--- src/rtl/token_rx_buffer.sv ---
// Token receive buffer: accepts forward tokens from an upstream sender into a FIFO,
// answers each with an ack/nack/release backward token, and presents the head downstream.
package token_pkg;
    localparam int DEPTH_FIFO = 16;
    localparam int DATA_W     = 32;

    typedef struct packed {
        logic              v;
        logic              a;
        logic              c;
        logic              r;
        logic [DATA_W-1:0] d;
    } FTk_t;

    typedef struct packed {
        logic n;
        logic t;
        logic v;
        logic c;
    } BTk_t;

    typedef enum logic [1:0] {
        eMPTY  = 2'd0,
        fILL   = 2'd1,
        wAIT   = 2'd2,
        rEVERT = 2'd3
    } fsm_token;
endpackage

module token_rx_buffer
    import token_pkg::*;
#(
    parameter int DEPTH = DEPTH_FIFO
) (
    input  logic                     clock,
    input  logic                     reset,
    input  FTk_t                     I_FTk,
    output BTk_t                     O_BTk,
    output FTk_t                     O_FTk,
    input  BTk_t                     I_BTk,
    output fsm_token                 O_State,
    output logic [$clog2(DEPTH):0]   O_Count
);

    localparam int PW = $clog2(DEPTH);
    localparam int CW = PW + 1;

    FTk_t           mem [DEPTH];
    logic [PW-1:0]  wr_ptr;
    logic [PW-1:0]  rd_ptr;
    logic [CW-1:0]  count;
    logic [CW-1:0]  count_next;
    fsm_token       state;
    fsm_token       state_next;
    logic           accept;
    logic           pop;

    // Only the nack bit of the downstream backward token matters.
    logic unused_btk;
    assign unused_btk = ^{I_BTk.t, I_BTk.v, I_BTk.c};

    // Both decisions use pre-edge count/state, so a full buffer refuses even while popping.
    assign accept = I_FTk.v && (count < CW'(DEPTH)) && (state != rEVERT);
    assign pop    = (count != '0) && !I_BTk.n;

    always_comb begin
        count_next = count;
        if (accept && !pop) begin
            count_next = count + 1'b1;
        end else if (!accept && pop) begin
            count_next = count - 1'b1;
        end
    end

    always_comb begin
        state_next = state;
        if (accept && I_FTk.r) begin
            state_next = rEVERT;
        end else if (state == rEVERT) begin
            if (count_next == '0) begin
                state_next = eMPTY;
            end
        end else if (count_next == '0) begin
            state_next = eMPTY;
        end else if (count_next == CW'(DEPTH)) begin
            state_next = wAIT;
        end else begin
            state_next = fILL;
        end
    end

    always_ff @(posedge clock or negedge reset) begin
        if (!reset) begin
            wr_ptr <= '0;
            rd_ptr <= '0;
            count  <= '0;
            state  <= eMPTY;
            O_BTk  <= '0;
        end else begin
            if (accept) begin
                wr_ptr <= wr_ptr + 1'b1;
            end
            if (pop) begin
                rd_ptr <= rd_ptr + 1'b1;
            end
            count   <= count_next;
            state   <= state_next;
            O_BTk.v <= accept;
            O_BTk.c <= accept && I_FTk.c;
            O_BTk.t <= accept && I_FTk.r;
            O_BTk.n <= I_FTk.v && !accept;
        end
    end

    // Storage needs no reset: entries are only visible while count is non-zero.
    always_ff @(posedge clock) begin
        if (accept) begin
            mem[wr_ptr] <= I_FTk;
        end
    end

    always_comb begin
        O_FTk = '0;
        if (count != '0) begin
            O_FTk   = mem[rd_ptr];
            O_FTk.v = 1'b1;
        end
    end

    assign O_State = state;
    assign O_Count = count;

endmodule
--- config.mk ---
export PLATFORM = sky130hd
export DESIGN_NAME = token_rx_buffer
export DESIGN_NICKNAME = d
export VERILOG_FILES = /design/src/rtl/token_rx_buffer.sv
export SDC_FILE = /design/constraint.sdc
export NUM_CORES = 1
export LEC_CHECK = 0
export CORE_MARGIN = 5
export CORE_UTILIZATION = 65
export CTS_CLUSTER_SIZE = 16
export DETAILED_ROUTE_END_ITERATION = 16
export PLACE_DENSITY_LB_ADDON = 0.1
export SYNTH_ARGS = -nofsm -noshare
export SYNTH_HDL_FRONTEND = slang
export SYNTH_SLANG_ARGS = --single-unit
export TNS_END_PERCENT = 50
--- constraint.sdc ---
create_clock -name clock -period 6.6 [get_ports clock]
set_clock_uncertainty 0.05 [all_clocks]
set_input_delay 1.32 -clock clock [delete_from_list [all_inputs] [get_ports clock]]
set_output_delay 1.32 -clock clock [all_outputs]
set_load 0.01 [all_outputs]
==> key figures, run 1 <==
Global route
  – Grt ovf: 0
  – GR Util All Layers: 24.2%
  – Initial antenna violation count: 2
  – Vias in the first global route: 10578
  – Largest net degree at the start of global routing: 53
  – First-pass GRT wire length: 67600 µm

Run
  – Max_cap viols: 0

Synth
  – Yosys top cell by area: edfxtp_1
  – Synth warn: 0
  – FF+latch count, synth: 579
  – Mapped Area: 22300 µm²
  – Seq/Total Area, Yosys: between 70% and 80%
  – EDFF count, synth: 560
  – Compound-gate portion of the synthesized area: less than 1%
  – Largest family of logic cells by synthesized area: multiplexers
  – Cells after Synth: 921
  – Share of the synthesized area in the top cell type: between 70% and 80%
  – Post-Synth Simple-Gate Area: under 10%
  – Synth top area cells: edfxtp_1, mux4_2, dfrtp_1
  – Net Count, Synth: 970
  – Syn avg cell area: approximately 24 µm²
  – Distinct cells, synth: 34
  – Adder-Cell Fraction of Synth Area: less than 1%
  – Synth top cells by count: edfxtp_1, mux4_2, and2_1, clkbuf_1, dfrtp_1
  – Ys flop type: edfxtp_1
  – Synth Area in XOR/XNOR: 0.354%
  – Most frequent cell after synthesis: edfxtp_1
  – Mux share of post-synthesis cell area: about 18%
  – Post-synth ARST share: 3.28%

Pwr
  – Comb pwr share: approximately 30%
  – NetSw: 2910 µW
  – Clk pwr share: 27.1%
  – Pleak: 0.00802 µW
  – Internal power: 7790 µW
  – Total power: 10700 µW
  – Sequential power share: 43.0%
  – Maximum vdd drop: 0.256 mV
  – Pwr dens: 422 nW/µm²
  – Sw Ratio: 27.2%

Clocking
  – Post_cts resized: 0
  – Hold Buf Count CTS: 0
  – Skew-Pair Late Insertion Delay: 0.57 ns
  – CTS tree: built
  – Total CTS buffers: 55
  – CTS root buf: clkbuf_16
  – Clock Pin Slew Worst Setup and Hold Paths: 0.06 ns
  – CTS H-tree lvls: 2
  – Post-CTS Setup Bufs: 0
  – Longest Clk Path Bufs: 3
  – CTS sink cnt: slightly below 600

STA
  – RSZ-0062 raised after global routing: false
  – Final slew viol count: 0
  – Total negative slack: 0 ns
  – Worst slew margin: 31.6%
  – # setup viols final: 0
  – FMAX: just under 200 MHz
  – Final period utilization: 77.7%
  – Fin. Hold Viols: 0
  – Min Clock Period, post-route: roughly 5 ns
  – Worst slew pin tran: just over 1 ns
  – Hold_ws: 0.559 ns

Routing
  – Post-DR vias/cell: ~6.5
  – Routed wire length: 44800 µm
  – DRC viols: 0
  – Final ANT Viol Nets: 0
  – 1st-pass router iterations: 5
  – DR iter-0 viols: a little over 900
  – DR WL/cell: 29.3 µm
  – Via Count: 9975

Critical path
  – R2R depth: 7
  – Flop2flop setup slack: 3.36 ns
  – Worst setup EP type: output pin
  – Crit path arrival time: 3.76 ns
  – Critical-path top delay cell: dfrtp_4
  – Startpoint Class: flop
  – Worst setup endpoint: O_FTk[11]
  – Max FO, Critical Path: 30
  – Worst path required time: 5.23 ns
  – Critical Path Max Stage Delay: 0.84 ns
  – Crit-path cells: buf_4, mux4_2, mux4_2, and2_1, clkdlybuf4s50_1
  – Critical path class: flop to output pin
  – CP startpoint: rd_ptr[0]$_DFFE_PN0P_
  – Worst r2r src: O_Count[4]$_DFF_PN0_
  – Top cell by count, worst path: mux4_2
  – R2r endpoint: mem[6][0]$_DFFE_PP_

Placement
  – DP HPWL: around 24000 µm
  – Final GP Congestion: 0.762
  – PortBufs: 85

Hold path
  – Hold Path Origin: wr_ptr[1]$_DFFE_PN0P_
  – Min-Delay Path Class: flop to flop
  – WHS Path Cells: 2

Finish
  – Area growth, synth to finish: 13.8%
  – Layout Nets: 1091
  – Layout cells sized above 1: 27.4%
  – # diodes: 0

Floorplan
  – Rows: 67
  – Die H: 195 µm
  – Die area: 38100 µm²
  – Starting Density: 66.2%
  – Core area: 33700 µm²
  – I/O pin count: 89
  – Die width: a little under 200 µm

Status
  – Status: completed
flip-flops by register name, indices dropped and copies added (netlist names):
signal / cells
rd_ptr: 4
wr_ptr: 4
O_BTk: 4
O_Count: 5
mem: 560
O_State: 2
power groups by stage:
stage / Combinational, µW / Clock [µW] / Sequential, µW
floorplan: 2280 / 0 / 4460
global placement: 3200 / 0 / 4660
detailed placement: 3250 / 0 / 4680
CTS: 3260 / 2940 / 4600
global route: 3410 / 3120 / 4640
finish: 3200 / 2900 / 4600
worst min path at each step:
stage	slack [ns]	endpoint
after global placement	0.54	wr_ptr[3]$_DFFE_PN0P_
after floorplan	0.52	wr_ptr[3]$_DFFE_PN0P_
after CTS	0.57	wr_ptr[3]$_DFFE_PN0P_
final	0.56	wr_ptr[3]$_DFFE_PN0P_
after global routing	0.60	wr_ptr[3]$_DFFE_PN0P_
after detailed placement	0.56	wr_ptr[3]$_DFFE_PN0P_
critical path, delay by kind of cell (launching register included):
kind,cells,cell delay (ns)
flops,1,0.84
mux,2,1.08
buf+inv,2,1.02
simple gates,1,0.22
layout make-up:
| cell class | instances | area [µm²] |
|---|---|---|
| Tap cell | 448 | 561 |
| Timing Repair Buffer | 110 | 1080 |
| Multi-Input combinational cell | 288 | 4740 |
| Clock inverter | 24 | 135 |
| Fill cell | 1817 | 8330 |
| Inverter | 8 | 30.0 |
| Clock buffer | 72 | 1520 |
| Sequential cell | 579 | 17300 |
layer usage:
layer  wire [µm]  global-route usage [%]  vias to the layer above
met5           8                       0                        -
met4         689                    4.91                        2
met3        3030                    3.88                       60
met2       23700                    41.1                      409
met1       17400                    34.4                     5334
li1            -                       -                     4170
through the flow:
| step | std cells | setup WS (ns) | instance area (µm²) | utilization (%) |
|---|---|---|---|---|
| floorplan | 921 | 3.09 | 22300 | - |
| global placement | 1433 | 2.01 | 23700 | 70.4 |
| detailed placement | 1433 | 1.91 | 23700 | 70.4 |
| CTS | 1529 | 1.38 | 25400 | 75.3 |
| global route | 1529 | 1.26 | 25400 | 75.3 |
| finish | 1529 | 1.47 | 25400 | 75.3 |
cell families after synthesis:
kind of cell	count (synthesis)
xor gates and xnor gates	9
adders and majority gates	7
DFF	579
and+or+nand+nor	82
buffers and inverters	54
muxes	178
AOI/OAI and AO/OA	12
cells in the final DEF (no fill, tap or decap), drive strengths merged, types with 5 or more instances in the layout:
cell type / count
ha: 7
nand2: 9
clkdlybuf4s50: 85
inv: 8
buf: 25
dfrtp: 19
clkbuf: 72
edfxtp: 560
nor2: 7
clkinv: 21
and2: 45
xnor2: 7
mux4: 175
and3: 5
Power figures use the tool's default switching activity.
==> inputs of run 2 (changes only) <==
--- a/config.mk
+++ b/config.mk
@@ -6,7 +6,7 @@
 export NUM_CORES = 1
 export LEC_CHECK = 0
 export CORE_MARGIN = 5
-export CORE_UTILIZATION = 65
+export CORE_UTILIZATION = 54
 export CTS_CLUSTER_SIZE = 16
 export DETAILED_ROUTE_END_ITERATION = 16
 export PLACE_DENSITY_LB_ADDON = 0.1
==> constraint.sdc (replaced) <==
create_clock -name clock -period 4.7 [get_ports clock]
set_clock_uncertainty 0.05 [all_clocks]
set_input_delay 0.94 -clock clock [delete_from_list [all_inputs] [get_ports clock]]
set_output_delay 0.94 -clock clock [all_outputs]
set_load 0.01 [all_outputs]
==> run 2 against run 1 <==
Net effect:
- sequential cell count did not move
- non-clock buffer count increased by 12
- core utilization decreased by 12 points
- final cell count up 6.9%
- critical endpoint is now O_FTk[1]
==> key figures, run 2 (synthesis results as in run 1) <==
Critical path
  – Critical path class: flop to output pin
  – Max FO, Critical Path: 22
  – Worst path required time: about 3.7 ns
  – Crit path arrival time: around 3.4 ns
  – Worst setup EP type: output pin
  – Startpoint Class: flop

Placement
  – DP HPWL: 23800 µm
  – PortBufs: 85
  – Final GP Congestion: 0.747
  – Post-Place Setup Slack: 0.843 ns

Routing
  – Final ANT Viol Nets: 0
  – DR WL/cell: 28.3 µm
  – DRC viols: 0
  – Via Count: 9992
  – DR iter-0 viols: 948
  – Post-DR vias/cell: 6.12
  – 1st-pass router iterations: 4
  – Routed wire length: 46200 µm

Clocking
  – CTS sink cnt: 579
  – CTS root buf: clkbuf_16
  – Clock Pin Slew Worst Setup and Hold Paths: 0.06 ns
  – Total CTS buffers: 58
  – Post-CTS Setup Bufs: 0
  – CTS tree: built
  – Post_cts resized: 0
  – Longest Clk Path Bufs: 3
  – CTS H-tree lvls: 2
  – Hold Buf Count CTS: 0
  – Skew-Pair Late Insertion Delay: 0.60 ns

STA
  – Worst slew pin tran: 0.889 ns
  – Worst slew margin: 40.6%
  – Final slew viol count: 0
  – Final WS setup: between 0.2 and 0.3 ns
  – Total negative slack: 0 ns
  – # setup viols final: 0
  – Fin. Hold Viols: 0
  – RSZ-0062 raised after global routing: false
  – FMAX: 227 MHz
  – Min Clock Period, post-route: 4.41 ns
  – Final period utilization: 93.7%

Floorplan
  – Starting Density: 54.6%
  – Core area: 40800 µm²
  – Die area: roughly 45000 µm²
  – Rows: 74
  – Die H: 213 µm
  – I/O pin count: 89
  – Die width: 213 µm

Finish
  – Commonest cells after routing, fill and taps aside: edfxtp_1, mux4_2, clkdlybuf4s50_1, clkbuf_16, and2_1
  – Largest Register: mem
  – # diodes: 0
  – Area growth, synth to finish: 16.2%
  – Layout Nets: 1106
  – Max FFs per register: 560
  – Layout cells sized above 1: 28.0%
  – Most common cell after layout, fill and taps aside: edfxtp_1

Hold path
  – Min-Delay Path Class: flop to flop

Global route
  – Largest net degree at the start of global routing: 53
  – First-pass GRT wire length: 69000 µm
  – Initial antenna violation count: 3
  – GR Util All Layers: 20.9%
  – Grt ovf: 0
  – Vias in the first global route: 10684

Run
  – Max_cap viols: 0

Pwr
  – Pwr dens: around 600 nW/µm²
  – Maximum vdd drop: roughly 0.37 mV
  – Pleak: slightly above 0.008 µW

Status
  – Status: completed
==> run 2: worst paths after layout <==
path	cells after the start	end	startpoint	slack [ns]
hold / removal	2	wr_ptr[3]$_DFFE_PN0P_	wr_ptr[1]$_DFFE_PN0P_	0.56
hold reg to reg	2	wr_ptr[3]$_DFFE_PN0P_	wr_ptr[1]$_DFFE_PN0P_	0.56
setup / recovery	5	O_FTk[1]	rd_ptr[0]$_DFFE_PN0P_	0.29
min in group asynchronous	1	wr_ptr[0]$_DFFE_PN0P_	reset	0.80
setup reg to reg	5	mem[15][13]$_DFFE_PP_	O_Count[4]$_DFF_PN0_	2.04
max in group asynchronous	1	rd_ptr[0]$_DFFE_PN0P_	reset	3.15
==> run 2: routing by layer <==
layer	part of all wire (%)	wire length, µm	track usage, %	up-vias
met4	1.6	753	4.63	6
met1	44	20200	31.6	5449
li1	-	-	-	4209
met3	5.7	2620	3.31	61
met5	0.074	34	0	-
met2	49	22600	33.3	267
==> run 2: layout make-up <==
| type | instances | area, µm² |
|---|---|---|
| inverters | 8 | 30.0 |
| well taps | 532 | 666 |
| multi-input cells | 288 | 4740 |
| clock inverters | 19 | 114 |
| flip-flops and latches | 579 | 17300 |
| fillers | 2769 | 14900 |
| repair buffers | 122 | 1390 |
| clock buffers | 86 | 1670 |
==> run 2: worst max-delay path, cell delays in order (launching register included) <==
cell,delay [ns]
dfrtp_4,0.77
buf_4,0.34
mux4_2,0.52
mux4_2,0.47
and2_1,0.21
clkdlybuf4s50_1,0.49
==> run 2: stage by stage <==
stage / util (%) / cell area (µm²) / std cells / hold slack (ns) / power, µW
global placement: 59.1 / 24100 / 1529 / 0.541 / 11300
global route: 63.5 / 25900 / 1634 / 0.601 / 16200
CTS: 63.5 / 25900 / 1634 / 0.560 / 15700
finish: 63.5 / 25900 / 1634 / 0.560 / 15500
floorplan: - / 22300 / 921 / 0.523 / 9460
detailed placement: 59.1 / 24100 / 1529 / 0.550 / 11400
==> run 2: power by group <==
part	leakage (µW)	switching (µW)	internal, µW	total, µW
clock	0.000870	1820	2490	4310
sequential	0.00527	353	6050	6410
combinational	0.00206	2050	2720	4770
==> inputs of run 3 (changes only) <==
--- a/config.mk
+++ b/config.mk
@@ -5,6 +5,7 @@
 export SDC_FILE = /design/constraint.sdc
 export NUM_CORES = 1
 export LEC_CHECK = 0
+export CAP_MARGIN = 30
 export CORE_MARGIN = 5
 export CORE_UTILIZATION = 54
 export CTS_CLUSTER_SIZE = 16
==> results of run 3 <==
The final DEF is identical to that of run 2; final timing and power are the same.
